`src/rtl/delay_ctrl_pkg.sv`:
```
// delay_ctrl_pkg
//   Shared definitions for the programmable-depth delay line controller:
//   controller state encoding, default stage count and the depth
//   legality check used when a configuration is accepted.
package delay_ctrl_pkg;

  typedef enum logic [1:0] {
    ST_IDLE  = 2'd0,
    ST_FLUSH = 2'd1,
    ST_FILL  = 2'd2,
    ST_RUN   = 2'd3
  } state_e;

  localparam int DEF_MAX_DEPTH = 8;

  // Legal depths are 1..max_depth inclusive.
  function automatic logic depth_legal(input int depth, input int max_depth);
    return (depth >= 1) && (depth <= max_depth);
  endfunction

endpackage

```
`src/rtl/delay_stage.sv`:
```
// delay_stage
//   One single-bit delay stage.
//   Ports:
//     clk   - clock, rising edge
//     rst   - synchronous active-high reset (highest priority)
//     clr_i - synchronous clear
//     en_i  - load d_i when high, otherwise hold
//     d_i   - data in
//     q_o   - registered data out
module delay_stage (
  input  logic clk,
  input  logic rst,
  input  logic clr_i,
  input  logic en_i,
  input  logic d_i,
  output logic q_o
);

  logic q_q;

  always_ff @(posedge clk) begin
    if (rst)        q_q <= 1'b0;
    else if (clr_i) q_q <= 1'b0;
    else if (en_i)  q_q <= d_i;
  end

  assign q_o = q_q;

endmodule

```
`src/rtl/delay_line_ctrl.sv`:
```
// delay_line_ctrl
//   Run-time programmable delay line. A depth is accepted over a
//   valid/ready handshake, the stage bank is flushed for one cycle, then
//   the line fills; out_valid rises once the tap at stage depth-1 holds a
//   real input sample.
//   Ports:
//     clk, rst              - clock, synchronous active-high reset
//     cfg_valid/cfg_depth   - depth configuration offer
//     cfg_ready             - configuration can be accepted (not in FLUSH)
//     cfg_err               - one-cycle pulse after an illegal depth accept
//     en, in_data           - shift enable and input bit
//     out_data, out_valid   - tap at stage depth-1, and its validity
//     busy                  - FLUSH or FILL in progress
module delay_line_ctrl
  import delay_ctrl_pkg::*;
#(
  parameter int MAX_DEPTH = DEF_MAX_DEPTH,
  parameter int DEPTH_W   = $clog2(MAX_DEPTH + 1)
) (
  input  logic               clk,
  input  logic               rst,
  input  logic               cfg_valid,
  input  logic [DEPTH_W-1:0] cfg_depth,
  output logic               cfg_ready,
  output logic               cfg_err,
  input  logic               en,
  input  logic               in_data,
  output logic               out_data,
  output logic               out_valid,
  output logic               busy
);

  state_e               state_q;
  logic [DEPTH_W-1:0]   depth_q;
  logic [DEPTH_W-1:0]   fill_q;
  logic                 err_q;
  logic [MAX_DEPTH-1:0] stage_q;
  logic [MAX_DEPTH-1:0] stage_d;

  logic accept, legal, cfg_load, shift, clr;
  logic tap;

  assign cfg_ready = (state_q != ST_FLUSH);
  assign accept    = cfg_valid && cfg_ready;
  assign legal     = depth_legal(32'(cfg_depth), MAX_DEPTH);
  assign cfg_load  = accept && legal;

  // A legal accept takes priority over a shift on the same edge, so the
  // sample presented with a reconfiguration is dropped.
  assign shift = en && !cfg_load && (state_q == ST_FILL || state_q == ST_RUN);
  assign clr   = (state_q == ST_FLUSH);

  for (genvar k = 0; k < MAX_DEPTH; k++) begin : g_stage
    if (k == 0) begin : g_head
      assign stage_d[k] = in_data;
    end else begin : g_body
      assign stage_d[k] = stage_q[k-1];
    end

    delay_stage u_stage (
      .clk   (clk),
      .rst   (rst),
      .clr_i (clr),
      .en_i  (shift),
      .d_i   (stage_d[k]),
      .q_o   (stage_q[k])
    );
  end

  always_ff @(posedge clk) begin
    if (rst) begin
      state_q <= ST_IDLE;
      depth_q <= '0;
      fill_q  <= '0;
      err_q   <= 1'b0;
    end else begin
      err_q <= accept && !legal;
      if (cfg_load) begin
        depth_q <= cfg_depth;
        state_q <= ST_FLUSH;
      end else begin
        case (state_q)
          ST_FLUSH: begin
            fill_q  <= '0;
            state_q <= ST_FILL;
          end
          ST_FILL: begin
            if (en) begin
              fill_q <= fill_q + DEPTH_W'(1);
              // This edge shifts the depth-th sample in, so the tap is live.
              if (fill_q == depth_q - DEPTH_W'(1)) state_q <= ST_RUN;
            end
          end
          default: ;  // IDLE and RUN hold their state
        endcase
      end
    end
  end

  // Tap mux; depth_q is 0 only in IDLE, where no branch matches.
  always_comb begin
    tap = 1'b0;
    for (int k = 0; k < MAX_DEPTH; k++)
      if (depth_q == DEPTH_W'(k + 1)) tap = stage_q[k];
  end

  assign out_data  = (state_q == ST_IDLE) ? 1'b0 : tap;
  assign out_valid = (state_q == ST_RUN);
  assign busy      = (state_q == ST_FLUSH) || (state_q == ST_FILL);
  assign cfg_err   = err_q;

endmodule

```
`config.mk`:
```
export PLATFORM = sky130hd
export DESIGN_NAME = delay_line_ctrl
export DESIGN_NICKNAME = d
export VERILOG_FILES = /design/src/rtl/delay_ctrl_pkg.sv /design/src/rtl/delay_stage.sv /design/src/rtl/delay_line_ctrl.sv
export SDC_FILE = /design/constraint.sdc
export NUM_CORES = 1
export LEC_CHECK = 0
export BUFFER_PORTS_ARGS = -buffer_cell sky130_fd_sc_hd__buf_2
export CAP_MARGIN = 20
export CORE_UTILIZATION = 56
export CTS_BUF_LIST = sky130_fd_sc_hd__clkbuf_16
export DETAILED_ROUTE_END_ITERATION = 6
export PLACE_DENSITY_LB_ADDON = 0.25
export SLEW_MARGIN = 10
export SYNTH_ARGS = -nofsm -noshare
export SYNTH_HDL_FRONTEND = slang
export SYNTH_SLANG_ARGS = --single-unit
```
`constraint.sdc`:
```
create_clock -name clk -period 2.3 [get_ports clk]
set_clock_uncertainty 0.05 [all_clocks]
set_input_delay 0.115 -clock clk [delete_from_list [all_inputs] [get_ports clk]]
set_output_delay 0.115 -clock clk [all_outputs]
set_load 0.01 [all_outputs]
```
Yosys cells after proc, flatten, opt, wreduce, memory -nomap -nowiden
Cells that the tools add are included.

Logic and storage cells: 68. Register bits after elaboration: 19. Output and inout bits: 5. Input port bits: 9.

Multiplexer cells: 15. Order comparisons: 2. Eq/ne operators: 17. Bitwise operators: 1. Reduce and logical (&&, ||, !) cells: 18. Add/sub/neg operators: 2.

Operators with widths (count): $eq A4 B3 Y1 const B (4); $mux W1 (10); $reduce_and A3 Y1 (3); $eq A4 B2 Y1 const B (2); $pmux W4 S2 (1); $logic_and A1 B1 Y1 (6); $ne A3 B3 Y1 const B (2); $add A4 B1 Y4 const B (1); $eq A2 B2 Y1 const B (2); $eq A4 B1 Y1 const B (1); $eq A4 B4 Y1 (1); $eq A4 B4 Y1 const B (1); $ge A4 B1 Y1 const B (1); $le A4 B4 Y1 const B (1); $mux W2 (2); $mux W4 (1); $ne A2 B2 Y1 const B (2); $pmux W2 S2 (1); $reduce_or A2 Y1 (2); $sub A4 B1 Y4 const B (1); $reduce_bool A3 Y1 (1); $eq A2 B1 Y1 const B (1); $logic_not A1 Y1 (2); $logic_not A2 Y1 (1); other kinds (4) (5).

Longest topological paths before layout
Gate-level depths: netlist (run 1).

Depth after elaboration: 10. Depth in mapped cells: 6. Mapped depth without buffers: 6.

Modules after synthesis
Synthesis (run 1) repeated with hierarchy kept, for this count alone.

Cell total of the unflattened synthesis: 114. Area, all modules: 1133.6 µm².

Modules (own cells, without submodules): delay_line_ctrl (area each 813.3 µm², cells an instance 90, sequential area each 220.2 µm², times used 1); delay_stage (area each 40.0 µm², cells an instance 3, sequential area each 20.0 µm², times used 8).

Least setup slack after synthesis (run 1)
No wires, ideal clock.

Path kind: register to register. Start point: register state_q[1]. End point: register fill_q[2]. Data arrival time: 1595 ps. Path buffers: 0. Setup slack: 554 ps. Clock period less this slack: 1746 ps. Stages on the path, launching flop included: 7. Data required time: 2149 ps. Library setup time: 101 ps. Cell sequence: dfxtp_1 inv_1 ha_1 nor2b_1 nand3_2 a311o_1 o41ai_1.

Longest elaborated chain between the ends: 5. Elaborated cells between the ends (all ways): 10. Classes of those cells: eq/ne: 4; mux: 1; bitwise: 1; reduce/logical: 4.

Ends and longest elaborated chain: from (decl) (line delay_line_ctrl.sv:33) `state_e state_q;`; from (signal assigned) (line delay_line_ctrl.sv:72) `state_q <= ST_IDLE;`; from (signal assigned) (line delay_line_ctrl.sv:80) `state_q <= ST_FLUSH;`; from (signal assigned) (line delay_line_ctrl.sv:85) `state_q <= ST_FILL;`; $ne A2 B1 Y1 (line delay_line_ctrl.sv:43) `assign cfg_ready = (state_q != ST_FLUSH);`; $logic_and A1 B1 Y1 (line delay_line_ctrl.sv:44) `assign accept = cfg_valid && cfg_ready;`; $logic_and A1 B1 Y1 (line delay_line_ctrl.sv:46) `assign cfg_load = accept && legal;`; $not A1 Y1 (no line); $reduce_and A3 Y1 (no line); to (signal assigned) (line delay_line_ctrl.sv:89) `fill_q <= fill_q + DEPTH_W'(1);`; to (decl) (line delay_line_ctrl.sv:35) `logic [DEPTH_W-1:0] fill_q;`.

Parallel ways exist; a longest one is shown, timed or not. A chain may end at the register's enable or synchronous reset.

Worst setup path in the final report (run 1)
Start point: register depth_q[0]. End point: output out_data.

Longest elaborated chain between the ends: 10. Elaborated cells between the ends (all ways): 17. Classes of those cells: eq/ne: 8; mux: 9.

Ends and longest elaborated chain: from (decl) (line delay_line_ctrl.sv:34) `logic [DEPTH_W-1:0] depth_q;`; from (signal assigned) (line delay_line_ctrl.sv:79) `depth_q <= cfg_depth;`; $eq A4 B1 Y1 (line delay_line_ctrl.sv:104) `if (depth_q == DEPTH_W'(k + 1)) tap = stage_q[k];`; $mux W1 (7 in series) (line delay_line_ctrl.sv:104); $mux W1 * (line delay_line_ctrl.sv:104); $mux W1 * (line delay_line_ctrl.sv:107) `assign out_data = (state_q == ST_IDLE) ? 1'b0 : tap;`; to (decl) (line delay_line_ctrl.sv:28) `output logic out_data,`.

Every way passes the cells marked *; elsewhere a longest branch is shown, timed or not.

==> run metrics, run 1 <==
status=complete, no violations; crit share post-route=86.8%; synth unique cells=35; most common cell after layout, fill and taps aside=dfxtp_1; combinational share of power=14.9%; Detailed Place HPWL=1880 µm; reg2reg setup slack=520 ps; CP max stage cell=dfxtp_1; Yosys warnings=0; CTS Buffer Depth=2; top post-synthesis cells by area=dfxtp_1, ha_1, mux2i_1; Lkg Pwr=0.529 nW; I/O Buffers=13; drc violations=0; Detailed Routing Iterations Pass 1=4; clock-pin slew on the worst setup and hold paths=50 ps; async set-reset flop share out of synthesis=0%; CTS Hold Buffers Added=0; max-slew violations=0; syn_area_per_cell=8.93 µm²; Period minus WS final=2000 ps; area leader, netlist=dfxtp_1; Die Ht=46.6 µm; worst hold endpoint=depth_q[3]; initial antenna violation count=0; clk sinks=19; required time worst endpoint=2130 ps; gr usage total=25.8%; Final Hold Fails=0; hold path depth=3; post-synthesis register bit count=19; CTS tree=yes; via/cell ratio=5.72; maximum clock rate=501 MHz; GRT Residual Overflow=0; setup TNS=0 ps; CP top delay family=flip-flops; Synth top area share=34.1%; Setup Crit Path Kind=reg -> out; power per cell area=641 nW/µm²; Crit path buffers/inverters=2; headroom to the max-slew limit=74.0%; EDFF count, synth=0; crit path DAT=1830 ps; core area=1800 µm²; hold_sp=cfg_depth[3]; worst hold path type=in -> reg; Crit. End Element=output port; die area=2180 µm²; Rows=15; sequential fraction of the synthesis area=34.1%; root buf cell=clkbuf_16; VDD IR max=495 µV; switching share of total power=24.9%; later-pin clock latency in the skew report=250 ps; Cells after Synth=125; Initial Util=61.9%; Iter 0 DRT Violations=18; H-tree levels=1; RSZ-0062 raised after global routing=false; vias in the first global route=860; Clock Power Share=43.0%; share of layout cells above drive strength 1=16.4%; Routed Antenna Nets=0; register share of total power=42.0%; final core occ=71.7%; Post-CTS Setup Inserts=0; fin nets=160; Inserted Clock Buffers=3; most frequent cells in the layout=dfxtp_1, nor2_1, buf_2; FF-to-FF End=g_stage[4].u_stage.q_o; DR WL/cell=14.8 µm; Most used DFF post-synth=dfxtp_1; io pins=14; Critical Path Fanout Max=6; placed cell count=161; PostCTS Resize Cnt=0; routed via count=943; WL final=2440 µm; r2r startpoint=state_q[0]; first-pass GRT wire length=3860 µm; area delta synth->final=15.7%; Antenna Cells=0; largest net degree at the start of global routing=15; routability cong.=0.852; Power Internal=621 µW; worst path cell trace=inv_1 > ha_1 > nand3b_1 > a32oi_1 > o21ai_1 > a31oi_1 > buf_2; switching power=206 µW; slew at the pin with the worst max-slew slack=389 ps; max incr delay on CP=450 ps; Post-Layout Cell Count=165; synthesized area=1120 µm²; final setup vio count=0; CP Launch Type=flip-flop; Max-Cap Viols=0; Syn Nets=144; worst-case reg-to-reg path depth=6; chip width=46.6 µm
## flip-flops by register name, indices dropped and copies added (netlist names)
name	cells
depth_q	4
cfg_err	1
fill_q	4
g_stage.u_stage.q_o	8
state_q	2
## worst reg2reg max path, delay by kind of cell (launching register included)
| family | cells | cell delay (ps) |
|---|---|---|
| muxes | 1 | 260 |
| and+or+nand+nor | 1 | 60 |
| adders and majority gates | 1 | 300 |
| buffers and inverters | 1 | 90 |
| DFF | 1 | 330 |
| AOI/OAI and AO/OA | 2 | 570 |
## cells by family (layout without fill, tap and decap cells)
group,count (synthesis),after routing,share of synthesized area (%)
AND/OR/NAND/NOR,36,36,15.8
buffers and inverters,15,30,5.16
AO/OA/AOI/OAI,27,27,18.3
XOR/XNOR,6,6,4.71
flip-flops,19,19,34.1
adder cells (fa/ha/maj),10,10,11.2
multiplexers,12,12,10.8
## final cells by class
cell class | instances | area [µm²]
Clock buffer | 3 | 75.1
Clock inverter | 1 | 5.00
Fill cell | 154 | 510
Inverter | 11 | 41.3
Multi-Input combinational cell | 91 | 678
Sequential cell | 19 | 380
Tap cell | 25 | 31.3
Timing Repair Buffer | 15 | 80.1
## routing by layer
| layer | share of wire (%) | up-vias | track usage, % |
|---|---|---|---|
| met3 | 2.1 | 2 | 3.53 |
| li1 | - | 472 | - |
| met1 | 48 | 453 | 33.3 |
| met2 | 50 | 16 | 43.6 |
| met4 | 0.49 | 0 | 8.57 |
| met5 | 0 | - | 0 |
## power groups by stage
stage	clock network, mW	logic (mW)	registers [mW]
finish	0.356	0.124	0.348
global route	0.370	0.135	0.349
CTS	0.360	0.123	0.348
detailed placement	0	0.122	0.355
global placement	0	0.117	0.354
floorplan	0	0.0853	0.351
## synth_stat cells, drive strengths merged (2+ instances only)
master / instances
nand2: 8
o21ai: 4
a31oi: 3
mux2i: 12
xnor2: 2
nor3: 2
nor2: 13
a32oi: 2
nand4: 2
nor2b: 2
a21oi: 7
dfxtp: 19
buf: 2
clkbuf: 2
nand2b: 2
o31ai: 3
a311o: 2
nand3: 2
o41ai: 2
inv: 11
xor2: 4
ha: 10
nand3b: 2
## through the flow
step	setup WS (ps)	power (mW)	area, µm²	hold slack (ps)
2_1_floorplan	554	0.436	1120	201
4_1_cts	303	0.831	1290	91.4
3_3_place_gp	530	0.471	1210	303
6_report	303	0.827	1290	92.5
3_5_place_dp	481	0.477	1210	349
5_1_grt	174	0.854	1290	106
## worst max path at each step
stage,startpoint,end,slack [ps],cells after the start
2_1_floorplan,state_q[1],fill_q[2],550,6
3_3_place_gp,cfg_depth[2],g_stage[2].u_stage.q_o,530,5
3_5_place_dp,cfg_depth[2],g_stage[0].u_stage.q_o,480,5
4_1_cts,depth_q[0],out_data,300,7
5_1_grt,depth_q[0],out_data,170,7
6_report,depth_q[0],out_data,300,7
No activity file was read; power rests on OpenSTA's default activity.
==> inputs of run 2 (changes only) <==
--- a/config.mk
+++ b/config.mk
@@ -10,7 +10,8 @@
 export CORE_UTILIZATION = 56
 export CTS_BUF_LIST = sky130_fd_sc_hd__clkbuf_16
 export DETAILED_ROUTE_END_ITERATION = 6
-export PLACE_DENSITY_LB_ADDON = 0.25
+export PLACE_DENSITY = 0.78
+export REMOVE_ABC_BUFFERS = 1
 export SLEW_MARGIN = 10
 export SYNTH_ARGS = -nofsm -noshare
 export SYNTH_HDL_FRONTEND = slang
==> run 2 against run 1 <==
Sequential share of layout area increased by 0.20 points. Setup slack got worse by 6.6 ps. Clock power down 3%. Sequential cell count stayed put.
==> run metrics, run 2 (synthesized netlist as in run 1, its figures left out) <==
r2r startpoint=state_q[1]; max reg flops=8 (unchanged); Initial Util=61.9% (unchanged); CP top delay family=flip-flops; hold path depth=3 (unchanged); io pins=14 (unchanged); RSZ-0062 raised after global routing=false; status=complete, no violations; Crit. End Element=output port; DR WL/cell=14.7 µm (-0.88%); slew at the pin with the worst max-slew slack=569 ps (+180 ps); required time worst endpoint=2130 ps (about the same); WL final=2400 µm (-1.5%); initial antenna violation count=0 (unchanged); via/cell ratio=5.71 (-0.14%); maximum clock rate=499 MHz (-0.33%); Antenna Cells=0 (unchanged); CTS Hold Buffers Added=0 (unchanged); CTS tree=yes; Iter 0 DRT Violations=24 (+6); Detailed Place HPWL=1690 µm (-10%); Setup Crit Path Kind=reg -> out; reg2reg setup slack=460 ps (-60 ps); VDD IR max=443 µV (-10%); clk sinks=19 (unchanged); drc violations=0 (unchanged); PostCTS Resize Cnt=0 (unchanged); max incr delay on CP=450 ps (about the same); Multi-input gate area=678 µm² (unchanged); fin nets=159 (-0.63%); GRT Residual Overflow=0 (unchanged); max-slew violations=0 (unchanged); Critical Path Fanout Max=6 (unchanged); worst hold endpoint=g_stage[0].u_stage.q_o; H-tree levels=1 (unchanged); first-pass GRT wire length=3830 µm (-0.73%); worst path cell trace=inv_1 > ha_1 > nand3b_1 > a32oi_1 > o21ai_1 > a31oi_1 > buf_2; setup slack after layout=296 ps (-6.65 ps); setup TNS=0 ps (unchanged); worst-case reg-to-reg path depth=6 (unchanged); worst hold path type=in -> reg; final setup vio count=0 (unchanged); Max-Cap Viols=0 (unchanged); most frequent cells in the layout=dfxtp_1, nor2_1, buf_2; core area=1800 µm² (unchanged); routability cong.=0.817 (-4.2%); placed cell count=160 (-0.62%); register area=380 µm² (unchanged); Die Ht=46.6 µm (unchanged); Inserted Clock Buffers=3 (unchanged); Period minus WS final=2000 ps (+6.65 ps); Fill cells=151 (-1.9%); Rows=15 (unchanged); area delta synth->final=14.9%; Crit path buffers/inverters=2 (unchanged); Post-CTS Setup Inserts=0 (unchanged); headroom to the max-slew limit=61.8% (-12 points); post-placement setup slack=463 ps (-17.6 ps); clock-pin slew on the worst setup and hold paths=50 ps (about the same); later-pin clock latency in the skew report=240 ps (about the same); FF-to-FF End=fill_q[2]; die area=2180 µm² (unchanged); Final Hold Fails=0 (unchanged); gr usage total=25.5% (-0.26 points); Post-Layout Cell Count=164 (-0.61%); Detailed Routing Iterations Pass 1=4 (unchanged); Routed Antenna Nets=0 (unchanged); routed via count=936 (-0.74%); vias in the first global route=851 (-1.0%); CTS Buffer Depth=2 (unchanged); I/O Buffers=13 (unchanged); CP Launch Type=flip-flop; crit path DAT=1840 ps (about the same); hold_sp=in_data; largest net degree at the start of global routing=15 (unchanged); root buf cell=clkbuf_16; share of layout cells above drive strength 1=15.1% (-1.3 points); power per cell area=637 nW/µm² (-0.66%); CP max stage cell=dfxtp_1; Lkg Pwr=0.526 nW (-0.63%); crit share post-route=87.1% (+0.29 points); chip width=46.6 µm (unchanged); most common cell after layout, fill and taps aside=dfxtp_1
## run 2: cell types whose count changed in the layout (fill, tap and decap cells not counted)
cell	delta
buf_4	-1
inv_1	+1
clkinv_2	-1
## run 2: final cells by class
type	count	area share, %
clock inverters	1	0.293
clock buffers	3	5.85
multi-input cells	91	52.9
repair buffers	14	5.66
inverters	11	3.22
flip-flops and latches	19	29.7
well taps	25	2.44
## run 2: worst max path at each step
stage / start / end / slack [ps] / cells after the start
floorplan: state_q[1] / fill_q[2] / 550 / 6
global placement: cfg_depth[2] / g_stage[0].u_stage.q_o / 550 / 5
detailed placement: cfg_depth[2] / g_stage[0].u_stage.q_o / 460 / 5
CTS: depth_q[0] / out_data / 330 / 7
global route: depth_q[0] / out_data / 180 / 7
finish: depth_q[0] / out_data / 300 / 7
## run 2: stage by stage
step	cell area, µm²	hold WS (ps)	power, mW	util [%]
6_report	1280	105	0.816	71.2
2_1_floorplan	1100	134	0.433	-
3_3_place_gp	1200	305	0.470	66.8
5_1_grt	1280	134	0.849	71.2
3_5_place_dp	1200	351	0.474	66.8
4_1_cts	1280	101	0.824	71.2
## run 2: metal layers
layer | vias to the layer above | wire length [µm] | global-route usage [%]
met2 | 25 | 1120 | 39.7
met3 | 6 | 105 | 3.53
met4 | 0 | 52 | 12.6
met5 | - | 0 | 0
li1 | 470 | - | -
met1 | 435 | 1130 | 34.0
## run 2: tightest hold or removal path: cells and delay by family
family / cells / cell delay [ps]
and+or+nand+nor: 1 / 110
buffers and inverters: 1 / 70
muxes: 1 / 60
## run 2: power breakdown
part | switching [mW] | total, mW | internal [mW]
combinational | 0.0743 | 0.124 | 0.0500
sequential | 0.0106 | 0.348 | 0.338
clock | 0.113 | 0.344 | 0.231
total | 0.198 | 0.816 | 0.618
==> inputs of run 3 (changes only) <==
--- a/config.mk
+++ b/config.mk
@@ -5,6 +5,7 @@
 export SDC_FILE = /design/constraint.sdc
 export NUM_CORES = 1
 export LEC_CHECK = 0
+export ABC_AREA = 1
 export BUFFER_PORTS_ARGS = -buffer_cell sky130_fd_sc_hd__buf_2
 export CAP_MARGIN = 20
 export CORE_UTILIZATION = 56
==> run 3 against run 2 <==
Power increased by 8.4%. Sequential cell count unchanged. Hold slack got worse by 32 ps. Non-clock buffer count decreased by 1. Die area increased by 4.1%.
==> run metrics, run 3 <==
Fill cells=179 (+19%); io pins=14 (unchanged); core area=1960 µm² (+8.9%); Initial Util=59.3% (-2.6 points); WL final=2510 µm (+4.5%); PostCTS Resize Cnt=0 (unchanged); synthesized area=1160 µm² (+4.3%); Multi-input gate area=689 µm² (+1.7%); area delta synth->final=14.6%; later-pin clock latency in the skew report=260 ps (+20 ps); share of layout cells above drive strength 1=15.0% (-0.11 points); Synth top area share=32.7% (-1.4 points); clock-pin slew on the worst setup and hold paths=60 ps (about the same); final setup vio count=0 (unchanged); Max-Cap Viols=0 (unchanged); worst hold path type=in -> reg; headroom to the max-slew limit=70.5% (+8.7 points); slew at the pin with the worst max-slew slack=441 ps (-128 ps); setup TNS=0 ps (unchanged); Lkg Pwr=0.634 nW (+21%); CP Launch Type=flip-flop; required time worst endpoint=2130 ps (about the same); GRT Residual Overflow=0 (unchanged); crit path DAT=1710 ps (-130 ps); Yosys warnings=0 (unchanged); DR WL/cell=12.1 µm (-17%); top-count cell post-synth=nor2_1; fin nets=200 (+26%); CTS tree=yes; Detailed Routing Iterations Pass 1=4 (unchanged); Rows=16 (+1); CTS Hold Buffers Added=0 (unchanged); gr usage total=25.8% (+0.28 points); initial antenna violation count=0 (unchanged); max-slew violations=0 (unchanged); first-pass GRT wire length=4060 µm (+6.1%); post-synthesis register bit count=19 (unchanged); syn_area_per_cell=7.10 µm² (-21%); largest net degree at the start of global routing=15 (unchanged); chip width=47.6 µm (+2.0%); clk sinks=19 (unchanged); Clock Power Share=42.1% (about the same); switching share of total power=28.2% (+3.9 points); via/cell ratio=5.20 (-8.9%); status=complete, no violations; synth cell count leaders=nor2_1, nand2_1, inv_1; root buf cell=clkbuf_16; H-tree levels=1 (unchanged); I/O Buffers=13 (unchanged); most frequent cells in the layout=nor2_1, nand2_1, inv_1; max reg flops=8 (unchanged); routability cong.=0.823 (+0.72%); sequential fraction of the synthesis area=32.7% (-1.4 points); Most used DFF post-synth=dfxtp_1; most common cell after layout, fill and taps aside=nor2_1; maximum clock rate=532 MHz (+6.7%); Post-CTS Setup Inserts=0 (unchanged); async set-reset flop share out of synthesis=0% (unchanged); Inserted Clock Buffers=3 (unchanged); vias in the first global route=947 (+11%); area leader, netlist=dfxtp_1; Critical Path Fanout Max=5 (-1); register share of total power=40.4% (-2.2 points); CTS Buffer Depth=2 (unchanged); Antenna Cells=0 (unchanged); Power Internal=636 µW (+2.8%); Die Ht=47.6 µm (+2.0%); RSZ-0062 raised after global routing=false; switching power=249 µW (+26%); VDD IR max=556 µV (+26%); crit share post-route=81.7% (-5.5 points); Tot Pwr=885 µW (+8.4%); Final Hold Fails=0 (unchanged); combinational share of power=17.5% (+2.3 points); synth unique cells=27 (-23%); Setup Crit Path Kind=reg -> out; Detailed Place HPWL=1920 µm (+13%); routed via count=1076 (+15%); drc violations=0 (unchanged); Iter 0 DRT Violations=35 (+46%); register area=380 µm² (unchanged); power per cell area=664 nW/µm² (+4.2%); die area=2260 µm² (+4.1%); EDFF count, synth=0 (unchanged); top post-synthesis cells by area=dfxtp_1, nor2_1, ha_1; Period minus WS final=1880 ps (-126 ps); Crit. End Element=output port; Routed Antenna Nets=0 (unchanged); Cells after Synth=164 (+31%)
-- run 3: kinds of logic (layout without fill, tap and decap cells) --
logic type                 Yosys count  in the layout  synth area share, %
DFF                                 19             19                 32.7
and+or+nand+nor                     83             83                 33.3
adders and majority gates           10             10                 10.8
AOI/OAI and AO/OA                   28             28                 14.4
xor gates and xnor gates             1              1                0.753
buffers and inverters               23             39                 8.06
-- run 3: worst max-delay path: stages, from the launching register on --
cell	delay, ps
dfxtp_1	360
inv_1	120
ha_1	240
inv_1	60
nor2_1	40
o31ai_1	250
nand2_1	90
a21boi_0	150
buf_2	150
-- run 3: path summary, 6_finish.rpt --
path	start	to	slack, ps	cells past startpoint
hold reg to reg	g_stage[7].u_stage.q_o	g_stage[7].u_stage.q_o	450	2
setup / recovery	depth_q[1]	out_data	420	8
hold / removal	rst	fill_q[1]	70	2
setup reg to reg	state_q[1]	g_stage[0].u_stage.q_o	600	8
-- run 3: layout make-up --
class	instances	share of cell area [%]
Multi-Input combinational cell	122	51.7
Sequential cell	19	28.5
Inverter	22	6.19
Clock buffer	3	5.63
Timing Repair Buffer	13	4.88
Tap cell	27	2.53
Clock inverter	1	0.563
-- run 3: power groups by stage --
stage                     Clock [mW]  Sequential [mW]  Combinational [mW]
final                          0.372            0.358               0.155
after global routing           0.387            0.360               0.177
after CTS                      0.370            0.357               0.156
after detailed placement           0            0.365               0.152
after global placement             0            0.363               0.148
after floorplan                    0            0.361               0.111
-- run 3: routing by layer --
metal	global-route usage [%]	part of all wire, %	wire length (µm)	up-vias
met5	0	0	0	-
met4	10.0	1.5	38	0
met3	3.77	3.8	96	5
met2	43.6	49	1230	24
met1	33.2	46	1140	485
li1	-	-	-	562
-- run 3: metrics by stage --
step / worst slack [ps] / area [µm²] / util, % / std cells / hold slack [ps]
after floorplan: 821 / 1150 / - / 163 / 134
after global placement: 649 / 1250 / 63.8 / 203 / 302
after detailed placement: 604 / 1250 / 63.8 / 203 / 329
after CTS: 431 / 1330 / 68.0 / 207 / 75.6
after global routing: 278 / 1330 / 68.0 / 207 / 93.5
final: 422 / 1330 / 68.0 / 207 / 73.8
